`src/rtl/csr_scratch_walker.sv`:
```
// CSR scratchpad walker: per target, write/read-back of P_i then ~P_i over a req/rsp CSR port.
// Optional pre-read and restore of the original value when CSR_WALK_RESTORE_EN is defined.
module csr_scratch_walker #(
  parameter int          NUM_TGT     = 5,
  parameter int          ADDR_W      = 32,
  parameter int          DATA_W      = 64,
  parameter logic [63:0] PATTERN     = 64'h5A5A_C3C3_0F0F_A5A5,
  parameter int          TIMEOUT_CYC = 1024
) (
  input  logic                      clk,
  input  logic                      rst_n,
  input  logic                      start,
  input  logic [NUM_TGT*ADDR_W-1:0] tgt_addr,
  input  logic [NUM_TGT*3-1:0]      tgt_pf,
  input  logic [NUM_TGT*11-1:0]     tgt_vf,
  input  logic [NUM_TGT-1:0]        tgt_va,
  output logic                      req_valid,
  input  logic                      req_ready,
  output logic                      req_write,
  output logic [ADDR_W-1:0]         req_addr,
  output logic [2:0]                req_pf,
  output logic [10:0]               req_vf,
  output logic                      req_va,
  output logic [DATA_W-1:0]         req_wdata,
  input  logic                      rsp_valid,
  input  logic [DATA_W-1:0]         rsp_data,
  output logic                      busy,
  output logic                      done,
  output logic                      pass,
  output logic [NUM_TGT-1:0]        fail_mask,
  output logic [NUM_TGT-1:0]        timeout_mask
);

  localparam int IDX_W = (NUM_TGT > 1) ? $clog2(NUM_TGT) : 1;
  localparam int CNT_W = $clog2(TIMEOUT_CYC);
  localparam logic [IDX_W-1:0]  LAST_IDX = IDX_W'(NUM_TGT - 1);
  localparam logic [CNT_W-1:0]  TMO_LAST = CNT_W'(TIMEOUT_CYC - 1);
  localparam logic [DATA_W-1:0] BASE     = DATA_W'(PATTERN);

  typedef enum logic [3:0] {
    S_IDLE, S_RD_ORIG, S_WAIT_ORIG, S_WR, S_RD, S_WAIT_RSP,
    S_CHECK, S_RESTORE, S_NEXT, S_DONE
  } state_t;

  state_t             state;
  logic [IDX_W-1:0]   idx;
  logic [IDX_W-1:0]   nidx;
  logic               pass_sel;
  logic [CNT_W-1:0]   tmo_cnt;
  logic               timed_out;
  logic [DATA_W-1:0]  rsp_q;
  logic               check_end;
  logic [ADDR_W-1:0]  sel_addr, nsel_addr;
  logic [2:0]         sel_pf, nsel_pf;
  logic [10:0]        sel_vf, nsel_vf;
  logic               sel_va, nsel_va;
`ifdef CSR_WALK_RESTORE_EN
  logic [DATA_W-1:0]  orig_q;
  logic               orig_vld;
`endif

  function automatic logic [DATA_W-1:0] pattern_for(input logic [IDX_W-1:0] i, input logic inv);
    logic [DATA_W-1:0] p;
    p = BASE ^ DATA_W'(i);
    return inv ? ~p : p;
  endfunction

  // Table slots for the current target and for the one after it (clamped at the last slot)
  always_comb begin
    nidx      = (idx == LAST_IDX) ? idx : idx + IDX_W'(1);
    sel_addr  = tgt_addr[idx*ADDR_W +: ADDR_W];
    sel_pf    = tgt_pf[idx*3 +: 3];
    sel_vf    = tgt_vf[idx*11 +: 11];
    sel_va    = tgt_va[idx];
    nsel_addr = tgt_addr[nidx*ADDR_W +: ADDR_W];
    nsel_pf   = tgt_pf[nidx*3 +: 3];
    nsel_vf   = tgt_vf[nidx*11 +: 11];
    nsel_va   = tgt_va[nidx];
    check_end = timed_out | pass_sel;
  end

  always_ff @(posedge clk) begin
    if (!rst_n) begin
      state        <= S_IDLE;
      idx          <= '0;
      pass_sel     <= 1'b0;
      tmo_cnt      <= '0;
      timed_out    <= 1'b0;
      req_valid    <= 1'b0;
      req_write    <= 1'b0;
      req_addr     <= '0;
      req_pf       <= '0;
      req_vf       <= '0;
      req_va       <= 1'b0;
      req_wdata    <= '0;
      busy         <= 1'b0;
      done         <= 1'b0;
      pass         <= 1'b0;
      fail_mask    <= '0;
      timeout_mask <= '0;
`ifdef CSR_WALK_RESTORE_EN
      orig_vld     <= 1'b0;
`endif
    end else begin
      case (state)
        S_IDLE: begin
          if (start) begin
            done         <= 1'b0;
            pass         <= 1'b0;
            fail_mask    <= '0;
            timeout_mask <= '0;
            idx          <= '0;
            pass_sel     <= 1'b0;
            busy         <= 1'b1;
            req_valid    <= 1'b1;
            req_addr     <= tgt_addr[ADDR_W-1:0];
            req_pf       <= tgt_pf[2:0];
            req_vf       <= tgt_vf[10:0];
            req_va       <= tgt_va[0];
`ifdef CSR_WALK_RESTORE_EN
            req_write    <= 1'b0;
            state        <= S_RD_ORIG;
`else
            req_write    <= 1'b1;
            req_wdata    <= pattern_for('0, 1'b0);
            state        <= S_WR;
`endif
          end
        end
`ifdef CSR_WALK_RESTORE_EN
        S_RD_ORIG: begin
          if (req_ready) begin
            req_valid <= 1'b0;
            tmo_cnt   <= '0;
            state     <= S_WAIT_ORIG;
          end
        end
        S_WAIT_ORIG: begin
          if (rsp_valid || tmo_cnt == TMO_LAST) begin
            if (rsp_valid) begin
              orig_q   <= rsp_data;
              orig_vld <= 1'b1;
            end else begin
              orig_vld          <= 1'b0;
              fail_mask[idx]    <= 1'b1;
              timeout_mask[idx] <= 1'b1;
            end
            req_valid <= 1'b1;
            req_write <= 1'b1;
            req_wdata <= pattern_for(idx, 1'b0);
            req_addr  <= sel_addr;
            req_pf    <= sel_pf;
            req_vf    <= sel_vf;
            req_va    <= sel_va;
            state     <= S_WR;
          end else begin
            tmo_cnt <= tmo_cnt + CNT_W'(1);
          end
        end
        S_RESTORE: begin
          if (req_ready) begin
            req_valid <= 1'b0;
            state     <= S_NEXT;
          end
        end
`endif
        S_WR: begin
          if (req_ready) begin
            req_write <= 1'b0;
            req_addr  <= sel_addr;
            req_pf    <= sel_pf;
            req_vf    <= sel_vf;
            req_va    <= sel_va;
            state     <= S_RD;
          end
        end
        S_RD: begin
          if (req_ready) begin
            req_valid <= 1'b0;
            tmo_cnt   <= '0;
            state     <= S_WAIT_RSP;
          end
        end
        S_WAIT_RSP: begin
          // A response on the final count still wins over the timeout
          if (rsp_valid) begin
            rsp_q     <= rsp_data;
            timed_out <= 1'b0;
            state     <= S_CHECK;
          end else if (tmo_cnt == TMO_LAST) begin
            timed_out <= 1'b1;
            state     <= S_CHECK;
          end else begin
            tmo_cnt <= tmo_cnt + CNT_W'(1);
          end
        end
        S_CHECK: begin
          if (timed_out) begin
            fail_mask[idx]    <= 1'b1;
            timeout_mask[idx] <= 1'b1;
          end else if (rsp_q != pattern_for(idx, pass_sel)) begin
            fail_mask[idx] <= 1'b1;
          end
          if (!check_end) begin
            pass_sel  <= 1'b1;
            req_valid <= 1'b1;
            req_write <= 1'b1;
            req_wdata <= pattern_for(idx, 1'b1);
            req_addr  <= sel_addr;
            req_pf    <= sel_pf;
            req_vf    <= sel_vf;
            req_va    <= sel_va;
            state     <= S_WR;
          end else begin
`ifdef CSR_WALK_RESTORE_EN
            if (orig_vld) begin
              req_valid <= 1'b1;
              req_write <= 1'b1;
              req_wdata <= orig_q;
              req_addr  <= sel_addr;
              req_pf    <= sel_pf;
              req_vf    <= sel_vf;
              req_va    <= sel_va;
              state     <= S_RESTORE;
            end else begin
              state <= S_NEXT;
            end
`else
            state <= S_NEXT;
`endif
          end
        end
        S_NEXT: begin
          if (idx == LAST_IDX) begin
            done  <= 1'b1;
            busy  <= 1'b0;
            pass  <= (fail_mask == '0);
            state <= S_DONE;
          end else begin
            idx       <= nidx;
            pass_sel  <= 1'b0;
            req_valid <= 1'b1;
            req_addr  <= nsel_addr;
            req_pf    <= nsel_pf;
            req_vf    <= nsel_vf;
            req_va    <= nsel_va;
`ifdef CSR_WALK_RESTORE_EN
            req_write <= 1'b0;
            state     <= S_RD_ORIG;
`else
            req_write <= 1'b1;
            req_wdata <= pattern_for(nidx, 1'b0);
            state     <= S_WR;
`endif
          end
        end
        S_DONE: state <= S_IDLE;
        default: state <= S_IDLE;
      endcase
    end
  end

endmodule
```
`config.mk`:
```
export PLATFORM = sky130hd
export DESIGN_NAME = csr_scratch_walker
export DESIGN_NICKNAME = d
export VERILOG_FILES = /design/src/rtl/csr_scratch_walker.sv
export SDC_FILE = /design/constraint.sdc
export NUM_CORES = 1
export LEC_CHECK = 0
export ABC_AREA = 1
export CAP_MARGIN = 20
export CORE_AREA = 3 3 165 167
export CTS_BUF_LIST = sky130_fd_sc_hd__clkbuf_8
export CTS_CLUSTER_SIZE = 12
export DETAILED_ROUTE_END_ITERATION = 8
export DIE_AREA = 0 0 168 170
export HOLD_SLACK_MARGIN = 0.08
export PLACE_DENSITY_LB_ADDON = 0.12
export SYNTH_ARGS = -nofsm -noshare
export SYNTH_HDL_FRONTEND = slang
export SYNTH_SLANG_ARGS = --single-unit
export TNS_END_PERCENT = 100
```
`constraint.sdc`:
```
create_clock -name clk -period 13.3 [get_ports clk]
set_input_delay 2.66 -clock clk [delete_from_list [all_inputs] [get_ports clk]]
set_output_delay 2.66 -clock clk [all_outputs]
set_load 0.01 [all_outputs]
```
==> results.md, run 1 <==
- Die area: 28600 um2
- GP Congestion: 0.901
- CP endpoint kind: primary output
- Final WS setup: roughly 8.6 ns
- Total CTS buffers: 17
- Synth top area cells: edfxtp_1, dfxtp_1, nand2_1
- Clk slew on worst S/H paths: about 0.1 ns
- Post-Syn Instances: roughly 1700
- Top cell type's share of synthesized area: 0.183
- Clock skew: about 0.015 ns
- Worst-Skew Late Latency: approximately 0.44 ns
- Total track usage: 0.251
- Min-delay worst type: flip-flop to flip-flop
- Die width: 168 um
- Post-CTS Setup Inserts: 0
- Outcome: complete, no violations
- CP top delay family: flip-flops
- Leakage: about 0.007 uW
- Initial DRC Count: just under 700
- Final Hold Viols: 0
- Nets: 2311
- # port buffers: between 400 and 500
- EDFF count, synth: 64
- Area grow syn2layout: 41.9%
- Unrepaired setup endpoints after global routing: no
- Final wirelength: ~37000 um
- Slew HR: 0.251
- DRC violations left: 0
- Hpwl dp: 26500 um
- Worst Path Max Fanout: 31
- Flops & latches, synth: 150
- Count of cell types in the netlist: 34
- TritonCTS clock tree: done
- Pin count of the biggest net entering global routing: 109
- Yosys warns: 0
- Ys async rst share: 0
- Initial antenna violation count: 12
- P per Cell Area: around 140 nW/um2
- Clk root buf: clkbuf_8
- Minimum clock period: between 4 and 5 ns
- First-pass GRT wire length: 57800 um
- Clock Tree Buf Depth: 2
- Share of cells above drive strength 1: 0.0327
- Peak per-stage delay on the critical path: 0.91 ns
- Routed vias/inst: roughly 4.9
- Ys flop type: dfxtp_1
- Leading area contributor after synthesis: edfxtp_1
- Max-slew violations: 0
- Max-cap check violation count: 0
- Pre-CTS worst setup slack: roughly 8.4 ns
- Crit path cell chain: clkdlybuf4s50_1
- Max Clk Rate: 0.212 GHz
- # rows: 59
- Critical path class: flip-flop to primary output
- Type of origin of the critical path: flip-flop
- Clock sink count: 150
- Endpoints failing setup: 0
- Ports: 430
- Htree depth: 4
- Vias in the first global route: between 10000 and 15000
- Syn nets: 2006
- Buf/Inv on CP: 1
- Starting Density: 0.406
- Setup TNS: 0 ns
- PostCTS Resize Cnt: 0
- Core area: 25900 um2
- Maximum VDD drop: ~0.00008 V
- Hold_buf cts: 0
- Pre-antenna DRT Iters: 7
- CP Data Required Time: roughly 11 ns
- Vias post-DR: around 11000
- Die height: around 170 um
- Slew @ Worst Pin: 1.12 ns
- Worst Path Arrival: 2.05 ns
- Period Utilization, post-route: 0.354
- Antenna viol nets, final: 0
- Synthesized area: ~11000 um2
- Seq/Total Area, Yosys: 0.347
- Total grt overflow: 0
- Mean Syn Cell Area: between 6 and 7 um2
- WL/cell: between 15 and 20 um
- CP max stage cell: dfxtp_1
-- state kept, by name, indices dropped and copies added (netlist names) --
register / flops
req_pf: 3
tmo_cnt: 10
busy: 1
req_vf: 11
rsp_q: 64
fail_mask: 5
pass_sel: 1
timed_out: 1
pass: 1
idx: 3
done: 1
timeout_mask: 5
state: 4
req_wdata: 5
req_write: 1
req_valid: 1
req_va: 1
req_addr: 32
-- final cells by class --
cell class	instances	area (um2)
multi-input cells	1136	4980
well taps	335	419
repair buffers	436	4390
flip-flops and latches	150	3640
diodes	9	22.5
clock buffers	17	234
clock inverters	15	243
fillers	2542	11000
inverters	263	987
-- path summary, 6_finish.rpt --
path                                   start                         to  slack, ns  cells after the start
hold / removal             pass$_SDFFE_PN0P_          pass$_SDFFE_PN0P_       0.47                      2
setup reg to reg         idx[0]$_SDFFE_PN0P_  req_addr[31]$_SDFFE_PN0P_       9.60                     14
hold reg to reg            pass$_SDFFE_PN0P_          pass$_SDFFE_PN0P_       0.47                      2
setup / recovery  req_wdata[62]$_SDFFE_PN0P_              req_wdata[59]       8.59                      1
-- metal layers --
metal  GRT usage  vias up  share of wire  wire (um)
met2       0.419      416           0.47      17500
met4      0.0961        6          0.030       1110
met1       0.312     5150           0.41      15400
met5           0        -         0.0011         41
li1            -     5838              -          -
met3      0.0653       64          0.084       3140
-- metrics by stage --
step            util  instances  instance area (um2)  hold WS, ns  total power, uW
2_1_floorplan      -       1699                10500        0.457             1260
3_3_place_gp   0.554       2318                14400        0.451             1640
3_5_place_dp   0.554       2318                14400        0.454             1650
4_1_cts        0.573       2350                14800        0.467             2090
5_1_grt        0.576       2361                14900        0.480             2240
6_report       0.576       2361                14900        0.465             2080
-- cell families after synthesis --
family / share of synthesized area
compound gates: 0.0522
xor+xnor: 0.00500
fa+ha+maj: 0.00357
buf+inv: 0.184
flops: 0.347
simple gates: 0.409
-- Yosys cell counts, types with 2 or more instances --
master,instances
edfxtp_1,64
o21ai_0,13
nor2_1,267
a211oi_1,3
nor3_1,7
nand4_1,15
clkbuf_1,17
xor2_1,4
nor3b_1,3
nand2_2,10
inv_1,253
buf_2,53
o211ai_1,2
nand3b_1,2
inv_2,9
nand3_2,2
nand2_1,444
a21oi_1,81
ha_1,3
xnor2_1,2
nand3_1,269
buf_4,76
buf_6,4
dfxtp_1,86
-- placed cells by master (no fill, tap or decap), types with 4 or more instances in the layout --
master,n
clkbuf_8,17
dfxtp_1,86
clkdlybuf4s50_1,429
nand2_4,5
bufinv_16,5
nand3_1,268
nor2_1,266
nand4_1,15
xor2_1,4
nor3_1,7
buf_4,5
a21oi_1,81
diode_2,9
edfxtp_1,64
nand2_1,443
inv_8,5
nand2_2,6
o21ai_0,13
inv_2,9
inv_1,254
-- where the power goes --
group	switching (uW)	internal (uW)	total [uW]
Clock	199	231	430
Sequential	62.9	561	624
Combinational	565	461	1030
(Power assumes the default switching activity.)
==> inputs of run 2 (changes only) <==
--- a/config.mk
+++ b/config.mk
@@ -7,11 +7,12 @@
 export LEC_CHECK = 0
 export ABC_AREA = 1
 export CAP_MARGIN = 20
-export CORE_AREA = 3 3 165 167
+export CORE_ASPECT_RATIO = 0.6
+export CORE_MARGIN = 3
+export CORE_UTILIZATION = 45
 export CTS_BUF_LIST = sky130_fd_sc_hd__clkbuf_8
 export CTS_CLUSTER_SIZE = 12
 export DETAILED_ROUTE_END_ITERATION = 8
-export DIE_AREA = 0 0 168 170
 export HOLD_SLACK_MARGIN = 0.08
 export PLACE_DENSITY_LB_ADDON = 0.12
 export SYNTH_ARGS = -nofsm -noshare
==> constraint.sdc (replaced) <==
create_clock -name clk -period 4.55 [get_ports clk]
set_input_delay 0.91 -clock clk [delete_from_list [all_inputs] [get_ports clk]]
set_output_delay 0.91 -clock clk [all_outputs]
set_load 0.01 [all_outputs]
==> results.md, run 2 (same netlist as run 1, synthesis figures left out) <==
- Clk root buf: clkbuf_8
- TritonCTS clock tree: done
- WL/cell: about 16 um
- Sw Ratio: 0.415
- Nets: between 2000 and 2500
- Leakage: approximately 0.0068 uW
- Top reg by flops: rsp_q
- Initial antenna violation count: 7
- Clk slew on worst S/H paths: 0.09 ns
- Worst-Skew Late Latency: between 0.4 and 0.5 ns
- Period Utilization, post-route: 0.700
- Multi-input gate area: about 5000 um2
- Total grt overflow: 0
- Starting Density: 0.467
- First-pass GRT wire length: roughly 60000 um
- CP endpoint kind: flip-flop
- Slew HR: 0.310
- Htree depth: 4
- Post-CTS Setup Inserts: 0
- Unrepaired setup endpoints after global routing: no
- Total track usage: 0.291
- CP Data Required Time: between 4 and 5 ns
- Fin area: 14700 um2
- Worst Path Arrival: ~3.6 ns
- Critical path class: flip-flop to flip-flop
- P per Cell Area: ~390 nW/um2
- Outcome: complete, no violations
- Most frequent cells in the layout: nand2_1, clkdlybuf4s50_1, nand3_1
- Final Hold Viols: 0
- Vias in the first global route: roughly 11000
- Type of origin of the critical path: flip-flop
- Seq pwr share: 0.315
- Pre-antenna DRT Iters: 6
- Die height: 124 um
- Sw power: 2410 uW
- # rows: 42
- Maximum VDD drop: roughly 0.00024 V
- Core area: ~22000 um2
- Clock share of power: 0.171
- Routed vias/inst: between 5 and 6
- Endpoints failing setup: 0
- Pin count of the biggest net entering global routing: 94
- Total CTS buffers: 17
- Max-slew violations: 0
- Antenna viol nets, final: 0
- Hpwl dp: roughly 28000 um
- Clock skew: about 0.016 ns
- Worst Path Max Fanout: between 40 and 50
- Ports: 430
- Fillers: between 2000 and 2500
- Cell Int Power: around 3400 uW
- Die width: approximately 200 um
- Final wirelength: approximately 38000 um
- Max-cap check violation count: 0
- Clock sink count: 150
- Peak per-stage delay on the critical path: 0.82 ns
- Area grow syn2layout: 40.3%
- DRC violations left: 0
- Placed cell area: roughly 14000 um2
- Hold_buf cts: 0
- Share of cells above drive strength 1: 0.0327
- Seq. cell area: between 3000 and 4000 um2
- Clock Tree Buf Depth: 2
- PostCTS Resize Cnt: 0
- Crit path cell chain: inv_2 > ha_1 > inv_1 > nand2_1 > nand2_1 > nand2_1 > nand2_4 > inv_2 > nand3_1 > nand2_1 > nand2_1 > nand2_1 > nand2_1 > a21oi_1
- Vias post-DR: about 12000
- Biggest regs: rsp_q: 64 flops, req_addr: 32 flops, req_vf: 11 flops
- CP max stage cell: inv_2
- CP top delay family: simple AND/OR/NAND/NOR gates
- Initial DRC Count: 982
- Largest register FFs: 64
- Combinational power share: 0.514
- Most common cell after layout, fill and taps aside: nand2_1
- Die area: 25300 um2
- Buf/Inv on CP: 3
- # port buffers: approximately 430
- Critical Path Most Common Cell: nand2_1
- Max Clk Rate: between 0.3 and 0.4 GHz
- Min-delay worst type: flip-flop to flip-flop
- GP Congestion: just under 1
- Setup TNS: 0 ns
- Slew @ Worst Pin: 1.03 ns
- Minimum clock period: 3.18 ns
[run 2: cell types whose count changed in the layout (fill, tap and decap cells not counted)]
cell and change:
buf_4 +2, buf_16 -2, inv_6 +1, buf_12 +1, diode_2 -5, inv_8 -5
clkinv_4 +1, bufinv_16 -4, inv_4 -1, clkinvlp_4 +7, clkinv_1 +1
[run 2: power by group through the flow]
stage / clock, uW / combinational [uW] / sequential (uW)
6_report: 995 / 2980 / 1830
5_1_grt: 1070 / 3300 / 1860
4_1_cts: 1010 / 2990 / 1820
3_5_place_dp: 0 / 2970 / 1850
3_3_place_gp: 0 / 2930 / 1850
2_1_floorplan: 0 / 1750 / 1920
[run 2: worst paths after layout]
check	start	endpoint	slack [ns]	cells past startpoint
setup / recovery	idx[0]$_SDFFE_PN0P_	req_addr[25]$_SDFFE_PN0P_	1.37	14
hold / removal	req_addr[0]$_SDFFE_PN0P_	req_addr[0]$_SDFFE_PN0P_	0.47	2
setup reg to reg	idx[0]$_SDFFE_PN0P_	req_addr[25]$_SDFFE_PN0P_	1.37	14
hold reg to reg	req_addr[0]$_SDFFE_PN0P_	req_addr[0]$_SDFFE_PN0P_	0.47	2
[run 2: cell type report]
type                            count  area share
Timing Repair Buffer              437       0.296
Clock inverter                     15     0.00908
Antenna cell                        4    0.000679
Sequential cell                   150       0.247
Multi-Input combinational cell   1136       0.338
Clock buffer                       17      0.0159
Inverter                          263      0.0669
Tap cell                          308      0.0261
[run 2: stage by stage]
stage	instances	total power [uW]	hold slack [ns]	utilization	setup WS, ns
2_1_floorplan	1699	3670	0.457	-	1.02
3_3_place_gp	2294	4780	0.448	0.639	1.54
3_5_place_dp	2294	4820	0.455	0.639	1.47
4_1_cts	2326	5820	0.468	0.655	1.44
5_1_grt	2330	6230	0.488	0.656	1.12
6_report	2330	5800	0.468	0.656	1.37
[run 2: per-layer routing]
layer / up-vias / GRT usage / share of wire
met5: - / 0 / 0.0010
met4: 6 / 0.0821 / 0.023
met3: 56 / 0.0922 / 0.10
met2: 512 / 0.459 / 0.45
met1: 5301 / 0.386 / 0.42
li1: 5819 / - / -
[run 2: worst min-delay path, stage by stage (launching register included)]
cell,delay (ns)
dfxtp_1,0.32
nand2_1,0.06
a21oi_1,0.05
==> RTL edit 1, RTL diff (config.mk and constraints of run 1) <==
`NUM_TGT`: 5 -> 6.
--- a/src/rtl/csr_scratch_walker.sv
+++ b/src/rtl/csr_scratch_walker.sv
@@ -1,7 +1,7 @@
 // CSR scratchpad walker: per target, write/read-back of P_i then ~P_i over a req/rsp CSR port.
 // Optional pre-read and restore of the original value when CSR_WALK_RESTORE_EN is defined.
 module csr_scratch_walker #(
-  parameter int          NUM_TGT     = 5,
+  parameter int          NUM_TGT     = 6,
   parameter int          ADDR_W      = 32,
   parameter int          DATA_W      = 64,
   parameter logic [63:0] PATTERN     = 64'h5A5A_C3C3_0F0F_A5A5,
Interface: changed (6 resized); port bits go from 430 to 479. The function was not compared with the original's and may differ.
==> RTL edit 1 against run 1 <==
Combinational power is 53% higher; synthesized cell count is 3.6% higher; critical path depth stayed put; sequential share of layout area is 0.99 points lower; non-clock buffer count is 49 higher; power is 25% higher; final area is 5.4% higher; sequential cell count is 2 higher; synthesized area is 4.0% higher; worst setup slack better by 0.0078 ns; routed wire length is 6.7% higher.
==> RTL edit 1: results <==
metrics = {
    "synth": {
        "synthFlopType": "dfxtp_1",
        "syn_nets": 2114,
        "synth_edf_count": 64,
        "seq_area_frac_synth": 0.337,
        "synth_cells": 1760,
        "synth_cell_types": 36,
        "ys_top_cells_by_count": "nand2_1 (467), nand3_1 (297), inv_1 (281)",
        "synth.area.top_cells": "edfxtp_1 (18%), dfxtp_1 (16%), nand2_1 (16%)",
    },
    "placement": {
        "hpwl_um": 28900,
        "portBuffers": 478,
        "place.gp.congestion": 0.932,
        "place_area_mm2": 0.0153,
        "dp.cells": 2421,
        "pre_cts_ws_ns": 8.32,
    },
    "clock_network": {
        "clock_latency_ns": 0.46,
        "clockBufferDepth": 2,
    },
    "route": {
        "firstDrtPassIters": 6,
        "vias_per_cell": 5.03,
        "wire_per_inst_um": 16.1,
        "vias": 12375,
        "first_iter_violations": 988,
    },
    "setup_path": {
        "arrival_ns": 2.04,
        "cp_top_family": "flip-flops",
        "path_max_fanout": 32,
    },
    "hold_path": {
        "hp-class": "flop to flop",
    },
    "finish": {
        "final_nets": 2461,
        "drive_gt1_frac": 0.0302,
        "fill_cells": 2490,
    },
    "global_routing": {
        "grt_max_degree": 171,
        "grt_use_total": 0.268,
        "grt_pass1_wl_um": 61900,
        "antenna_found_initial": 7,
    },
    "sta": {
        "worst_pin_slew_ns": 1.13,
        "finalClockSkew_ns": 0.0198,
    },
    "power_and_ir_drop": {
        "ir_worst_vdd_mv": 0.127,
        "p_leak_nw": 7.16,
    },
    "status": {
        "outcome": "finished, final reports clean",
    },
}
RTL edit 1: cell count changes in the layout (fill, tap and decap cells not counted), sizes merged, moves of 23 or more:
cell / run 1 / this run
inv: 270 / 293
clkdlybuf4s50: 429 / 478
a21oi: 81 / 178
nand2: 454 / 478
nor2: 269 / 144
nand3: 271 / 299
RTL edit 1: per-stage QoR:
step                hold slack [ns]   util
floorplan                     0.461      -
global placement              0.451  0.590
detailed placement            0.457  0.590
CTS                           0.472  0.605
global route                  0.482  0.607
finish                        0.468  0.607
RTL edit 1: per-layer routing:
metal,vias up,GRT usage,wire length [um]
met1,5615,0.319,15600
li1,6204,-,-
met3,51,0.0625,3090
met2,503,0.483,20100
met5,-,0,13
met4,2,0.0776,933
RTL edit 1: logic make-up after synthesis:
| family | after synthesis | synth area share |
|---|---|---|
| AND/OR/NAND/NOR | 955 | 0.378 |
| buffers and inverters | 444 | 0.184 |
| AO/OA/AOI/OAI | 203 | 0.0950 |
| flip-flops | 152 | 0.337 |
| XOR/XNOR | 3 | 0.00240 |
| adder cells (fa/ha/maj) | 3 | 0.00343 |
RTL edit 1: path summary, 6_finish.rpt:
check                                                 from                   endpoint  slack [ns]  cells past startpoint
worst max-delay path            req_wdata[61]$_SDFFE_PN0P_               req_wdata[6]        8.60                      1
worst min-delay path              req_addr[6]$_SDFFE_PN0P_   req_addr[6]$_SDFFE_PN0P_        0.47                      2
worst max register to register         idx[1]$_SDFFE_PN0P_  req_addr[22]$_SDFFE_PN0P_        9.20                     15
worst min register to register    req_addr[6]$_SDFFE_PN0P_   req_addr[6]$_SDFFE_PN0P_        0.47                      2
RTL edit 1: where the power goes:
group          switching (mW)  internal [mW]  total [mW]
combinational           0.938          0.640        1.58
sequential             0.0802          0.577       0.657
clock                   0.214          0.143       0.357
total                    1.23           1.36        2.59
RTL edit 1: area by class of cell:
class                      count  area, um^2  share of cell area
sequential                   152        3680               0.234
timing repair buffer         485        4850               0.308
clock buffer                  17         234              0.0149
tap                          335         419              0.0267
multi-input combinational   1164        5280               0.336
inverter                     287        1080              0.0687
clock inverter                15         168              0.0107
antenna                        6        15.0            0.000955
==> RTL edit 2, RTL diff (settings of run 1) <==
Made on the original files. The 10 states of `state_t` get a Gray code encoding in 4 bits.
--- a/src/rtl/csr_scratch_walker.sv
+++ b/src/rtl/csr_scratch_walker.sv
@@ -38,8 +38,8 @@
   localparam logic [DATA_W-1:0] BASE     = DATA_W'(PATTERN);
 
   typedef enum logic [3:0] {
-    S_IDLE, S_RD_ORIG, S_WAIT_ORIG, S_WR, S_RD, S_WAIT_RSP,
-    S_CHECK, S_RESTORE, S_NEXT, S_DONE
+    S_IDLE = 4'b0000, S_RD_ORIG = 4'b0001, S_WAIT_ORIG = 4'b0011, S_WR = 4'b0010, S_RD = 4'b0110, S_WAIT_RSP = 4'b0111,
+    S_CHECK = 4'b0101, S_RESTORE = 4'b0100, S_NEXT = 4'b1100, S_DONE = 4'b1101
   } state_t;
 
   state_t             state;
Behaviour: same outputs for any inputs over 4 cycles, from zero or initial values and one cycle with rst_n low; so few cycles prove little.
==> RTL edit 2 against run 1 <==
Largest power group unchanged; synthesized cell count down 3.2%; sequential share of layout area increased by 0.37 points; global-route usage down 0.87 points; final area shrank 1.5%; sequential cell count did not move; die area unchanged; routed wire length shrank 1.3%; sequential power decreased by 12%; worst setup slack worse by 0.038 ns; power fell by 28%; synthesized area decreased by 0.39%; clock skew grew 0.0033 ns; worst hold slack improved by 0.0024 ns.
==> RTL edit 2: results <==
metrics = {
    "placement": {
        "hpwl_um": 25900,
        "place_area_mm2": 0.0143,
        "place.gp.congestion": 0.897,
        "portBuffers": 429,
        "pre_cts_ws_ns": 8.43,
    },
    "hold_path": {
        "hp-class": "flop to flop",
    },
    "setup_path": {
        "crit_path_max_incr_delay_ns": 0.94,
        "arrival_ns": 2.09,
        "cp_top_family": "flip-flops",
        "slowest_stage": "dfxtp_1",
        "path_max_fanout": 32,
    },
    "global_routing": {
        "grt_pass1_wl_um": 55500,
        "use_met1": 0.304,
        "grt_max_degree": 97,
        "grt_use_total": 0.242,
        "antenna_found_initial": 7,
        "grt_pass1_vias": 10014,
        "grt_util_met2": 0.413,
        "use_met3": 0.0599,
    },
    "route": {
        "vias": 11181,
        "wire_per_inst_um": 15.9,
        "met1_length_um": 15500,
        "top_layer": "met5",
        "met3_length_um": 2820,
        "firstDrtPassIters": 8,
        "drc_errors": 0,
        "first_iter_violations": 781,
        "wirelength_um": 36700,
        "wl_met2_um": 17600,
    },
    "sta": {
        "worst_pin_slew_ns": 1.12,
        "finalClockSkew_ns": 0.0182,
    },
    "finish": {
        "top_regs": "rsp_q: 64 flops, req_addr: 32 flops, req_vf: 11 flops",
        "drive_gt1_frac": 0.0357,
        "fill_cells": 2508,
        "final_nets": 2255,
    },
    "synth": {
        "async_flop_share": 0,
        "synth_cell_types": 39,
        "synthFlopType": "dfxtp_1",
        "ys_top_cells_by_count": "nand2_1 (437), nor2_1 (276), nand3_1 (216)",
        "yosysWarnings": 0,
        "seq_area_frac_synth": 0.348,
        "synth_cells": 1644,
        "synth.area.top_cells": "edfxtp_1 (18%), dfxtp_1 (16%), nand2_1 (16%)",
        "syn_nets": 1951,
    },
    "power_and_ir_drop": {
        "p_int_mw": 0.951,
        "pg_comb_mw": 0.593,
        "ir_worst_vdd_mv": 0.0593,
        "p_leak_nw": 6.56,
        "power_density_mw_per_mm2": 102,
        "seq_power_mw": 0.552,
    },
    "clock_network": {
        "root_buffer": "clkbuf_8",
        "cts_setup_buffers": 0,
        "cts-resized-gates": 0,
        "cts-buffers-inserted": 17,
        "htree_levels": 4,
    },
    "status": {
        "outcome": "finished, final reports clean",
    },
}
[RTL edit 2: cell types whose count changed after synthesis, moves of 3 or more]
cell	delta
buf_2	-13
inv_1	-51
nor2_1	+9
nand2_1	-7
buf_6	+7
nand3b_1	+44
buf_4	+4
nand3_1	-53
nor3b_1	+3
nand4_1	-3
[RTL edit 2: cell families (layout without fill, tap and decap cells)]
family | after synthesis | in the layout | share of synthesized area
flops | 150 | 150 | 0.348
fa+ha+maj | 3 | 3 | 0.00359
buf+inv | 362 | 679 | 0.171
simple gates | 1020 | 1020 | 0.422
xor+xnor | 4 | 4 | 0.00335
other cells | 0 | 7 | 0
compound gates | 105 | 105 | 0.0525
[RTL edit 2: area by class of cell]
| class | count | area (um^2) | area share |
|---|---|---|---|
| tap | 335 | 419 | 0.0285 |
| multi-input combinational | 1132 | 5080 | 0.345 |
| antenna | 7 | 17.5 | 0.00119 |
| sequential | 150 | 3640 | 0.248 |
| inverter | 212 | 796 | 0.0541 |
| clock inverter | 15 | 173 | 0.0117 |
| timing repair buffer | 435 | 4340 | 0.295 |
| clock buffer | 17 | 234 | 0.0159 |
[RTL edit 2: final timing paths]
kind,start,endpoint,slack (ns),depth (start not counted)
worst max register to register,idx[0]$_SDFFE_PN0P_,req_addr[3]$_SDFFE_PN0P_,9.00,15
worst min-delay path,req_addr[24]$_SDFFE_PN0P_,req_addr[24]$_SDFFE_PN0P_,0.47,2
worst max-delay path,req_wdata[61]$_SDFFE_PN0P_,req_wdata[48],8.55,1
worst min register to register,req_addr[24]$_SDFFE_PN0P_,req_addr[24]$_SDFFE_PN0P_,0.47,2
